[config.mk]
export PLATFORM = sky130hd
export DESIGN_NAME = clint_timer_ctrl
export DESIGN_NICKNAME = d
export VERILOG_FILES = /design/src/rtl/clint_timer_ctrl.sv
export SDC_FILE = /design/constraint.sdc
export NUM_CORES = 1
export LEC_CHECK = 0
export CORE_MARGIN = 10
export CORE_UTILIZATION = 35
export CTS_CLUSTER_DIAMETER = 30
export DETAILED_ROUTE_END_ITERATION = 10
export GPL_TIMING_DRIVEN = 1
export MAX_ROUTING_LAYER = met4
export PLACE_DENSITY = 0.68
export SETUP_SLACK_MARGIN = 0.4
export SLEW_MARGIN = 10
export SYNTH_ARGS = -nofsm -noshare
export SYNTH_HDL_FRONTEND = slang
export SYNTH_SLANG_ARGS = --single-unit
[constraint.sdc]
create_clock -name clk -period 8.25 [get_ports clk]
set_clock_uncertainty 0.2 [all_clocks]
set_input_delay 2.475 -clock clk [delete_from_list [all_inputs] [get_ports clk]]
set_output_delay 2.475 -clock clk [all_outputs]
set_load 0.01 [all_outputs]
[src/rtl/clint_timer_ctrl.sv]
// clint_timer_ctrl
// Machine-timer controller for the CLINT. Divides the core clock down to a
// 1 us tick, keeps the 64-bit mtime counter, applies software writes to
// mtime and registers the machine-timer interrupt (mtime >= mtimecmp).
//
// Optional feature macro: CLINT_TIMER_HALT_EN (adds the 'halt' input).
//
// Ports:
//   clk        in   core clock
//   reset      in   synchronous, active-high reset
//   halt       in   (CLINT_TIMER_HALT_EN only) freeze prescaler and mtime
//   mtimecmp   in   64-bit compare value from the CLINT register block
//   wen_lo     in   load wdata[31:0] into mtime[31:0]
//   wen_hi     in   load wdata[63:32] into mtime[63:32]
//   wdata      in   64-bit write data
//   mtime      out  current timer value
//   tick       out  high in the cycle where mtime increments
//   timer_irq  out  registered level interrupt, mtime >= mtimecmp
module clint_timer_ctrl #(
  parameter int FMAX_MHz = 27
) (
  input  logic        clk,
  input  logic        reset,
`ifdef CLINT_TIMER_HALT_EN
  input  logic        halt,
`endif
  input  logic [63:0] mtimecmp,
  input  logic        wen_lo,
  input  logic        wen_hi,
  input  logic [63:0] wdata,
  output logic [63:0] mtime,
  output logic        tick,
  output logic        timer_irq
);

  localparam int            PW   = (FMAX_MHz > 1) ? $clog2(FMAX_MHz) : 1;
  localparam logic [PW-1:0] PMAX = PW'(FMAX_MHz - 1);

  logic [PW-1:0] pcnt;
  logic          run;
  logic          wr;

`ifdef CLINT_TIMER_HALT_EN
  assign run = ~halt;
`else
  assign run = 1'b1;
`endif

  assign wr   = wen_lo | wen_hi;
  // With FMAX_MHz == 1 the compare is 0 == 0, so tick stays high outside reset.
  assign tick = ~reset & run & (pcnt == PMAX);

  always_ff @(posedge clk) begin
    if (reset) begin
      pcnt      <= '0;
      mtime     <= '0;
      timer_irq <= 1'b0;
    end else begin
      timer_irq <= (mtime >= mtimecmp);
      if (wr) begin
        // A write restarts the prescaler phase and suppresses the increment;
        // the unselected half holds, so no carry crosses halves here.
        pcnt <= '0;
        if (wen_lo) mtime[31:0]  <= wdata[31:0];
        if (wen_hi) mtime[63:32] <= wdata[63:32];
      end else if (run) begin
        if (tick) begin
          pcnt  <= '0;
          mtime <= mtime + 64'd1;
        end else begin
          pcnt <= pcnt + PW'(1);
        end
      end
    end
  end

endmodule

==> report_table.html <==
<table>
<tr><th>Metric</th><th>Value</th></tr>
<tr><th colspan="2">Synthesis</th></tr>
<tr><td>Leading register cell type out of synthesis</td><td>sky130_fd_sc_hd__dfxtp_1</td></tr>
<tr><td>Cell area after synthesis</td><td>5899 µm²</td></tr>
<tr><td>Top post-synthesis cells by area</td><td>sky130_fd_sc_hd__dfxtp_1 (24%), sky130_fd_sc_hd__ha_1 (14%), sky130_fd_sc_hd__a21oi_1 (5.0%)</td></tr>
<tr><td>Number of standard cells after synthesis</td><td>789</td></tr>
<tr><td>Number of register bits inferred by synthesis</td><td>70</td></tr>
<tr><td>Fraction of synthesized cell area taken by the top area cell type</td><td>0.2375</td></tr>
<tr><td>Synth warn</td><td>0</td></tr>
<tr><td>Distinct cell type count after synthesis</td><td>65</td></tr>
<tr><td>Net count after synthesis</td><td>988</td></tr>
<tr><td>Yosys top cell by area</td><td>sky130_fd_sc_hd__dfxtp_1</td></tr>
<tr><td>Most frequent cells after synthesis</td><td>sky130_fd_sc_hd__inv_1 (77), sky130_fd_sc_hd__nand2_1 (75), sky130_fd_sc_hd__dfxtp_1 (70)</td></tr>
<tr><td>Leading cell type by number of instances after synthesis</td><td>sky130_fd_sc_hd__inv_1</td></tr>
<tr><td>Synthesized area per cell</td><td>7.477 µm²</td></tr>
<tr><td>Share of async-settable or async-resettable flops after synthesis</td><td>0</td></tr>
<tr><td>Count of flip-flops with a built-in enable after synthesis</td><td>0</td></tr>
<tr><td>Portion of the post-synthesis area used by sequential elements</td><td>0.2375</td></tr>
<tr><th colspan="2">Placement</th></tr>
<tr><td>Post-DP HPWL</td><td>17000 µm</td></tr>
<tr><td>Worst slack at placement</td><td>2.301 ns</td></tr>
<tr><td>Area after DPL</td><td>8048 µm²</td></tr>
<tr><td>Number of buffers added on ports</td><td>197</td></tr>
<tr><td>Weighted congestion at the end of routability-driven global placement</td><td>0.8981</td></tr>
<tr><th colspan="2">Clock network</th></tr>
<tr><td>Clock slew at the register clock pins of the worst setup and hold paths</td><td>0.06 ns</td></tr>
<tr><td>Maximum root-to-sink buffer count</td><td>2</td></tr>
<tr><td>Total number of H-tree levels</td><td>3</td></tr>
<tr><td>Source-to-sink clock delay at the later pin of the worst-skew pair</td><td>0.34 ns</td></tr>
<tr><td>Number of buffers inserted for hold repair after clock tree synthesis</td><td>0</td></tr>
<tr><td>Sink Count</td><td>70</td></tr>
<tr><td>Total of cells resized after clock tree synthesis</td><td>0</td></tr>
<tr><td>Clock tree from TritonCTS</td><td>built</td></tr>
<tr><td>TritonCTS Buffers</td><td>9</td></tr>
<tr><td>Setup bufs post-CTS</td><td>0</td></tr>
<tr><td>Root buffer cell</td><td>sky130_fd_sc_hd__clkbuf_16</td></tr>
<tr><th colspan="2">Drt</th></tr>
<tr><td>Iteration count of the initial detailed-routing pass</td><td>5</td></tr>
<tr><td>WL final</td><td>22430 µm</td></tr>
<tr><td>Routed Antenna Nets</td><td>0</td></tr>
<tr><td>Starting DRT DRC Count</td><td>595</td></tr>
<tr><td>Final routed DRC violation total</td><td>0</td></tr>
<tr><td>Total number of vias</td><td>6585</td></tr>
<tr><td>Routed wirelength normalized by instance count</td><td>18.77 µm</td></tr>
<tr><td>Vias per cell</td><td>5.510</td></tr>
<tr><th colspan="2">Floorplanning</th></tr>
<tr><td>Cell Rows</td><td>47</td></tr>
<tr><td>Core Region</td><td>16520 µm²</td></tr>
<tr><td>Count of pins on the block boundary</td><td>198</td></tr>
<tr><td>Die X-Extent</td><td>149.8 µm</td></tr>
<tr><td>Height of the die</td><td>149.8 µm</td></tr>
<tr><td>Initial cell density of the core</td><td>0.3570</td></tr>
<tr><td>Die area</td><td>22450 µm²</td></tr>
<tr><th colspan="2">Min path</th></tr>
<tr><td>Count of cells along the worst hold path</td><td>1</td></tr>
<tr><td>Min-Delay Path Class</td><td>flip-flop to flip-flop</td></tr>
<tr><td>Start point of the worst hold path</td><td>pcnt[0]$_SDFF_PP0_</td></tr>
<tr><th colspan="2">GRT</th></tr>
<tr><td>Largest net degree at the start of global routing</td><td>60</td></tr>
<tr><td>Remaining Overflow, GRT</td><td>0</td></tr>
<tr><td>Via count of the first global-routing pass</td><td>6554</td></tr>
<tr><td>Global-route usage over all layers</td><td>0.1996</td></tr>
<tr><td>GRT met2 Usage</td><td>0.3038</td></tr>
<tr><td>Met3 Usage GRT</td><td>0.06854</td></tr>
<tr><td>Most utilized layer in the global route result</td><td>met2</td></tr>
<tr><td>Wire length of the first global-routing pass</td><td>34950 µm</td></tr>
<tr><td>Number of antenna violations at the first check in global routing</td><td>3</td></tr>
<tr><td>GR Util met1</td><td>0.2496</td></tr>
<tr><th colspan="2">Final layout</th></tr>
<tr><td>Layout cell share with drive strength beyond 1</td><td>0.04424</td></tr>
<tr><td>Area Overhead vs Synth</td><td>41.91%</td></tr>
<tr><td>Final net count</td><td>1166</td></tr>
<tr><td>Fraction of the core area covered by cells at the end of the flow</td><td>0.5066</td></tr>
<tr><td>Non-Filler Cell Area, Final</td><td>8372 µm²</td></tr>
<tr><th colspan="2">STA</th></tr>
<tr><td>Final critical-path share of the clock period</td><td>0.7199</td></tr>
<tr><td>Final Hold Violating Endpoints</td><td>0</td></tr>
<tr><td>Final setup TNS</td><td>0 ns</td></tr>
<tr><td>Finish-stage setup viols</td><td>0</td></tr>
<tr><td>Number of max-slew violations in the final report</td><td>0</td></tr>
<tr><td>Worst setup margin</td><td>2.310 ns</td></tr>
<tr><td>Post-route minimum period</td><td>5.940 ns</td></tr>
<tr><td>Slew at the pin with the worst max-slew slack</td><td>1.055 ns</td></tr>
<tr><td>Maximum clock rate</td><td>168.4 MHz</td></tr>
<tr><td>RSZ-0062 raised after global routing</td><td>false</td></tr>
<tr><td>Relative slew margins</td><td>0.2942</td></tr>
<tr><th colspan="2">Pwr</th></tr>
<tr><td>Leakage power</td><td>3.355 nW</td></tr>
<tr><td>Maximum resistive drop on vdd</td><td>0.1012 mV</td></tr>
<tr><td>Pwr dens</td><td>128.3 nW/µm²</td></tr>
<tr><th colspan="2">Critical path</th></tr>
<tr><td>Critical path start-end classification</td><td>primary input to primary output</td></tr>
<tr><td>Startpoint of the worst register-to-register path</td><td>mtime[14]$_SDFFE_PP0P_</td></tr>
<tr><td>Crit start category</td><td>primary input</td></tr>
<tr><td>Depth of the worst register-to-register path</td><td>6</td></tr>
<tr><td>Crit path from</td><td>reset</td></tr>
<tr><td>Data arrival, critical path</td><td>3.26 ns</td></tr>
<tr><td>Critical Path RT</td><td>5.58 ns</td></tr>
<tr><td>Maximum fanout along the worst path</td><td>2</td></tr>
<tr><td>Sort of element at the end of the critical path</td><td>primary output</td></tr>
<tr><th colspan="2">Status</th></tr>
<tr><td>Outcome</td><td>completed</td></tr>
<tr><th colspan="2">Run</th></tr>
<tr><td>Max Cap Viol</td><td>0</td></tr>
</table>
per-layer routing:
metal | wire length [µm] | vias to the layer above
met5 | 0 | -
met4 | 267 | 0
met3 | 2336 | 20
met2 | 9734 | 299
met1 | 10090 | 2997
li1 | - | 3269
report_power, final:
| part | total (W) | internal (W) | leakage (nW) | switching, W |
|---|---|---|---|---|
| sequential | 0.000398 | 0.000359 | 0.578 | 0.0000397 |
| clock | 0.000426 | 0.000272 | 0.157 | 0.000154 |
| combinational | 0.000250 | 0.000143 | 2.62 | 0.000107 |
| total | 0.00107 | 0.000774 | 3.36 | 0.000300 |
path summary, 6_finish.rpt:
kind                                          endpoint  slack (ns)
worst max-delay path                              tick        2.31
worst min-delay path                pcnt[0]$_SDFF_PP0_        0.26
worst max register to register  mtime[50]$_SDFFE_PP0P_        4.98
worst min register to register      pcnt[0]$_SDFF_PP0_        0.26
metrics by stage:
step                      total power, W  instances  hold slack (ns)
after floorplan                0.0005110        789           0.2297
after global placement         0.0006506       1176           0.2483
after detailed placement       0.0006534       1176           0.2526
after CTS                       0.001081       1192           0.2658
after global routing            0.001121       1195           0.2828
final                           0.001074       1195           0.2591
critical path: stages:
cell and delay, ns:
sky130_fd_sc_hd__buf_2 0.10, sky130_fd_sc_hd__nor2_1 0.13, sky130_fd_sc_hd__clkdlybuf4s50_1 0.56
layout make-up:
cell class / count / area (µm²)
Fill cell: 1608 / 8153
Multi-Input combinational cell: 604 / 4059
Timing Repair Buffer: 204 / 2019
Sequential cell: 70 / 1401
Inverter: 78 / 292.8
Tap cell: 220 / 275.3
Clock buffer: 12 / 246.5
Clock inverter: 4 / 70.07
Antenna cell: 3 / 7.507
cell families (layout without fill, tap and decap cells):
family | Yosys count | in the layout | share of synthesized area
buffers and inverters | 115 | 298 | 0.07529
and+or+nand+nor | 302 | 302 | 0.2717
adders and majority gates | 67 | 67 | 0.1421
xor gates and xnor gates | 28 | 28 | 0.04157
other | 0 | 3 | 0
AOI/OAI and AO/OA | 198 | 198 | 0.2163
muxes | 9 | 9 | 0.01548
DFF | 70 | 70 | 0.2375
cells in the final DEF, fill, tap and decap left out, types with 11 or more instances in the layout:
master / instances
sky130_fd_sc_hd__a211oi_1: 17
sky130_fd_sc_hd__a21oi_1: 59
sky130_fd_sc_hd__and3_1: 16
sky130_fd_sc_hd__clkdlybuf4s50_1: 196
sky130_fd_sc_hd__dfxtp_1: 70
sky130_fd_sc_hd__ha_1: 67
sky130_fd_sc_hd__inv_1: 77
sky130_fd_sc_hd__nand2_1: 75
sky130_fd_sc_hd__nand3_1: 38
sky130_fd_sc_hd__nand4_1: 24
sky130_fd_sc_hd__nor2_1: 58
sky130_fd_sc_hd__nor3_1: 26
sky130_fd_sc_hd__nor4_1: 13
sky130_fd_sc_hd__o21ai_0: 37
sky130_fd_sc_hd__o22ai_1: 14
sky130_fd_sc_hd__xnor2_1: 17
sky130_fd_sc_hd__xor2_1: 11
flip-flops by register name (all words and copies together), names as in the netlist:
register	cells
pcnt	5
timer_irq	1
mtime	64
Note: power is estimated with default switching activity, not from simulation.
